$ cat config.mk
export PLATFORM = sky130hd
export DESIGN_NAME = mac_unit
export DESIGN_NICKNAME = d
export VERILOG_FILES = /design/src/rtl/mac_unit.sv
export SDC_FILE = /design/constraint.sdc
export NUM_CORES = 1
export LEC_CHECK = 0
export ABC_AREA = 1
export CAP_MARGIN = 20
export CORE_MARGIN = 3
export CORE_UTILIZATION = 40
export DETAILED_ROUTE_END_ITERATION = 10
export PLACE_DENSITY_LB_ADDON = 0.2
export SYNTH_ARGS = -nofsm -noshare
export SYNTH_HDL_FRONTEND = slang
export SYNTH_SLANG_ARGS = --single-unit
$ cat constraint.sdc
create_clock -name clk -period 13.4 [get_ports clk]
set_input_delay 2.68 -clock clk [delete_from_list [all_inputs] [get_ports clk]]
set_output_delay 2.68 -clock clk [all_outputs]
set_load 0.02 [all_outputs]
$ cat src/rtl/mac_unit.sv
// ============================================================================
// mac_unit : pipelined signed multiply-accumulate with saturation and
//            output back-pressure.   Rev 1.0
// ============================================================================
`timescale 1ns/1ps
`default_nettype none

module mac_unit #(
   parameter int DATA_W = 16,
   parameter int ACC_W  = 40,
   parameter int PIPE   = 2
) (
   input  logic                     clk,
   input  logic                     rst,
   input  logic                     in_valid,
   output logic                     in_ready,
   input  logic signed [DATA_W-1:0] dataa,
   input  logic signed [DATA_W-1:0] datab,
   input  logic                     first,
   input  logic                     last,
   output logic                     out_valid,
   input  logic                     out_ready,
   output logic signed [ACC_W-1:0]  result,
   output logic                     overflow
);

   localparam int PROD_W = 2 * DATA_W;
   localparam int SUM_W  = ACC_W + 1;
   localparam logic signed [ACC_W-1:0] c_acc_max = {1'b0, {(ACC_W-1){1'b1}}};
   localparam logic signed [ACC_W-1:0] c_acc_min = {1'b1, {(ACC_W-1){1'b0}}};

   generate
      if (ACC_W < 2 * DATA_W) begin : g_bad_acc_w
         $error("mac_unit: ACC_W must be >= 2*DATA_W");
      end
      if (DATA_W < 4 || DATA_W > 32) begin : g_bad_data_w
         $error("mac_unit: DATA_W must be in 4..32");
      end
      if (PIPE < 1 || PIPE > 4) begin : g_bad_pipe
         $error("mac_unit: PIPE must be in 1..4");
      end
   endgenerate

   logic w_stall;
   logic w_accept;
   logic r_out_valid;

   assign w_stall  = r_out_valid && !out_ready;
   assign in_ready = !w_stall;
   assign w_accept = in_valid && in_ready;

   // Operand capture stage; the multiplier pipeline starts from these registers.
   logic signed [DATA_W-1:0] r_a;
   logic signed [DATA_W-1:0] r_b;
   logic                     r_in_v;
   logic                     r_in_f;
   logic                     r_in_l;

   always_ff @(posedge clk) begin
      if (rst) begin
         r_in_v <= 1'b0;
      end else if (!w_stall) begin
         r_in_v <= w_accept;
         if (w_accept) begin
            r_a    <= dataa;
            r_b    <= datab;
            r_in_f <= first;
            r_in_l <= last;
         end
      end
   end

   logic signed [PROD_W-1:0] r_prod [PIPE];
   logic        [PIPE-1:0]   r_pv;
   logic        [PIPE-1:0]   r_pf;
   logic        [PIPE-1:0]   r_pl;

   always_ff @(posedge clk) begin
      if (rst) begin
         r_pv <= '0;
      end else if (!w_stall) begin
         r_pv[0]   <= r_in_v;
         r_pf[0]   <= r_in_f;
         r_pl[0]   <= r_in_l;
         r_prod[0] <= PROD_W'(r_a) * PROD_W'(r_b);
         for (int i = 1; i < PIPE; i++) begin
            r_pv[i]   <= r_pv[i-1];
            r_pf[i]   <= r_pf[i-1];
            r_pl[i]   <= r_pl[i-1];
            r_prod[i] <= r_prod[i-1];
         end
      end
   end

   logic signed [ACC_W-1:0] r_acc;
   logic                    r_sticky;
   logic signed [ACC_W-1:0] r_result;
   logic                    r_overflow;

   logic signed [SUM_W-1:0] w_base;
   logic signed [SUM_W-1:0] w_prod_ext;
   logic signed [SUM_W-1:0] w_sum;
   logic signed [ACC_W-1:0] w_sat;
   logic                    w_sat_hit;
   logic                    w_ovf;

   // One guard bit above the accumulator detects the out-of-range sum.
   always_comb begin
      w_base     = r_pf[PIPE-1] ? '0 : SUM_W'(r_acc);
      w_prod_ext = SUM_W'(r_prod[PIPE-1]);
      w_sum      = w_base + w_prod_ext;
      w_sat_hit  = w_sum[SUM_W-1] != w_sum[SUM_W-2];
      if (!w_sat_hit) begin
         w_sat = w_sum[ACC_W-1:0];
      end else if (w_sum[SUM_W-1]) begin
         w_sat = c_acc_min;
      end else begin
         w_sat = c_acc_max;
      end
      w_ovf = w_sat_hit || (!r_pf[PIPE-1] && r_sticky);
   end

   always_ff @(posedge clk) begin
      if (rst) begin
         r_acc       <= '0;
         r_sticky    <= 1'b0;
         r_result    <= '0;
         r_overflow  <= 1'b0;
         r_out_valid <= 1'b0;
      end else if (!w_stall) begin
         r_out_valid <= r_pv[PIPE-1] && r_pl[PIPE-1];
         if (r_pv[PIPE-1]) begin
            if (r_pl[PIPE-1]) begin
               r_result   <= w_sat;
               r_overflow <= w_ovf;
               r_acc      <= '0;
               r_sticky   <= 1'b0;
            end else begin
               r_acc      <= w_sat;
               r_sticky   <= w_ovf;
            end
         end
      end
   end

   assign out_valid = r_out_valid;
   assign result    = r_result;
   assign overflow  = r_overflow;

endmodule

`default_nettype wire

==> impl_metrics.yaml <==
run_status:
  outcome: "complete, no violations"
timing:
  period_share_pct: 50.1
  slew_headroom_pct: 37.4
  rsz0062_at_grt: "false"
  tns_ns: 0
  finalHoldViolCount: 0
  fin_skew_ns: 0.0266
  fin_ws_ns: 6.68
  max_freq_mhz: 149
  finalMaxSlewViolations: 0
  setup-violations-final: 0
  whs_ns: 0.399
  worstMarginPinSlew_ns: 0.939
  period_needed_ns: 6.72
route:
  wl_um: 49200
  detail_route.wl_per_cell_um: 15.3
  dr_total_vias: 15213
  met3_length_um: 2300
  wl_met2_um: 22700
  wl_met1_um: 22700
  drt_iter0_markers: 1021
  drc_errors: 0
  routed.top_layer: "met5"
  ant_nets: 0
  drt_pre_antenna_iters: 6
  vias_per_cell: 4.73
critical_path:
  required_ns: 10.72
  worstSetupPathType: "input pin to output pin"
  path_cells: "clkdlybuf4s50_1 -> nor2_1 -> inv_1 -> clkdlybuf4s50_1"
  cp_common_cell: "clkdlybuf4s50_1"
  worstPathMaxFanout: 4
  crit_arrival_ns: 4.04
  cp-end-kind: "output pin"
  start_kind: "input pin"
  crit_buf_inv: 3
  critPathMaxStageDelay_ns: 0.55
  slowest_stage: "clkdlybuf4s50_1"
  path_delay_family: "buffers and inverters"
grt:
  grt_max_degree: 79
  grt_pass1_vias: 15901
  grt_usage_pct: 19.5
  grt_first_pass_wirelength_um: 82200
  antenna_found_initial: 1
  gr-total-overflow: 0
clock_tree:
  cts_root_buffer: "clkbuf_16"
  cts_buffer_depth: 2
  cts-hold-fix-buffers: 0
  cts_max_level: 4
  clock-sinks: 188
  clk_latency_ns: 0.49
  post-cts-setup-buffer-count: 0
  cts_buffers: 17
  cts-resized-gates: 0
  cts_tree: "built"
  path_clk_slew_ns: 0.09
yosys:
  yosysUniqueCellTypes: 48
  synth_cells: 2529
  synth_area_per_cell_um2: 7.93
  synthesis.area_mm2: 0.0200
  synth-async-reset-ratio_pct: 0
  synth_ff_type: "edfxtp_1"
  synth_edf_count: 102
  ys_seq_elements: 188
  synthTopCellsByArea: "fa_1 (26%), edfxtp_1 (15%), nand2_1 (12%)"
  ys_seq_area_share_pct: 23.9
  synth.largest_area_cell: "fa_1"
  synth_top_area_share_pct: 26.3
  yosys_warnings: 0
  synth_fp_nets: 2952
floorplan:
  die_h_um: 230
  die_w_um: 230
  core_mm2: 0.0493
  dieArea_mm2: 0.0528
  ioPinCount: 81
  start_util_pct: 40.7
  core.rowCount: 81
cells_and_area:
  multi_input_comb_area_mm2: 0.0126
  area_delta_synth_final_pct: 9.47
  seqCellArea_mm2: 0.00478
  n_antenna_cell: 0
  final_common_cell: "nand2_1"
  most-common-layout-cells: "nand2_1 (641), inv_1 (589), fa_1 (263)"
  num-nets-final: 2964
  fillers: 4959
  layout-drive-gt1-share_pct: 4.46
place:
  place_ws_ns: 6.68
  dp_hpwl_um: 39600
  portBuffers: 80
  gp_congestion: 0.933
power:
  power_leakage_nw: 11.4
  p_per_area_mw_per_mm2: 225
  vdd.ir_drop.worst_mv: 0.167
flow_run:
  cap_viol_max_count: 0
hold_path:
  hold_class: "register to register"
## registers in the layout (all words and copies together), names as in the netlist, 2 cells and up
name	count
r_a	16
r_acc	40
r_b	16
r_pf	2
r_pl	2
r_prod	64
r_pv	2
result	40
## final cells by class
cell class / instances / area share [%]
clock buffer: 18 / 2.05
inverter: 594 / 10.2
tap: 664 / 3.79
clock inverter: 14 / 0.576
multi-input combinational: 1652 / 57.6
sequential: 188 / 21.8
timing repair buffer: 88 / 4.05
## per-layer routing
metal	vias up	global-route usage (%)
met2	362	32.2
met4	2	7.40
li1	7550	-
met5	-	0
met1	7215	26.1
met3	84	2.79
## stage by stage
step	std cells	instance area (um2)	power [mW]	utilization [%]
after global routing	3218	21900	5.56	44.6
after global placement	3184	21300	4.37	43.3
after floorplan	2529	20000	3.69	-
final	3218	21900	4.93	44.6
after CTS	3217	21900	4.97	44.5
after detailed placement	3185	21400	4.45	43.3
## path summary, 6_finish.rpt
check / from / end / slack, ns / cells past startpoint
hold reg to reg: r_prod[0][19] / r_prod[0][51] / 0.40 / 0
setup reg to reg: r_a[7] / r_prod[0][29] / 6.87 / 25
setup / recovery: out_ready / in_ready / 6.68 / 4
hold / removal: r_prod[0][19] / r_prod[0][51] / 0.40 / 0
## cells by family (layout without fill, tap and decap cells)
family / after synthesis / in the layout / share of synthesized area, %
adders and majority gates: 385 / 385 / 33.9
buffers and inverters: 689 / 714 / 13.2
DFF: 188 / 188 / 23.9
and+or+nand+nor: 976 / 976 / 19.8
AOI/OAI and AO/OA: 228 / 228 / 6.55
xor gates and xnor gates: 63 / 63 / 2.75
## synthesized netlist by cell type, types with 3 or more instances
library cell  count
nand2_1         641
inv_1           589
fa_1            263
nor2_1          225
ha_1            122
a21oi_1         103
edfxtp_1        102
dfxtp_1          86
clkbuf_1         81
nand3_1          43
o21ai_0          37
xor2_1           32
xnor2_1          31
o21ai_1          30
nand4_1          18
o21ai_2          16
o21bai_1         12
a21oi_2          11
nand2_2          11
nor2_2            9
nand3_2           5
or2_2             5
a21o_1            4
a31oi_1           4
buf_1             4
buf_6             4
inv_2             4
nor3_1            4
buf_2             3
nand2_4           3
nor2_4            3
o22ai_1           3
## report_power, final
part	total [mW]	internal [mW]	switching, mW
clock network	0.503	0.255	0.248
registers	0.947	0.895	0.0518
logic	3.48	1.37	2.11
total	4.93	2.52	2.41
Note: power is estimated with default switching activity, not from simulation.
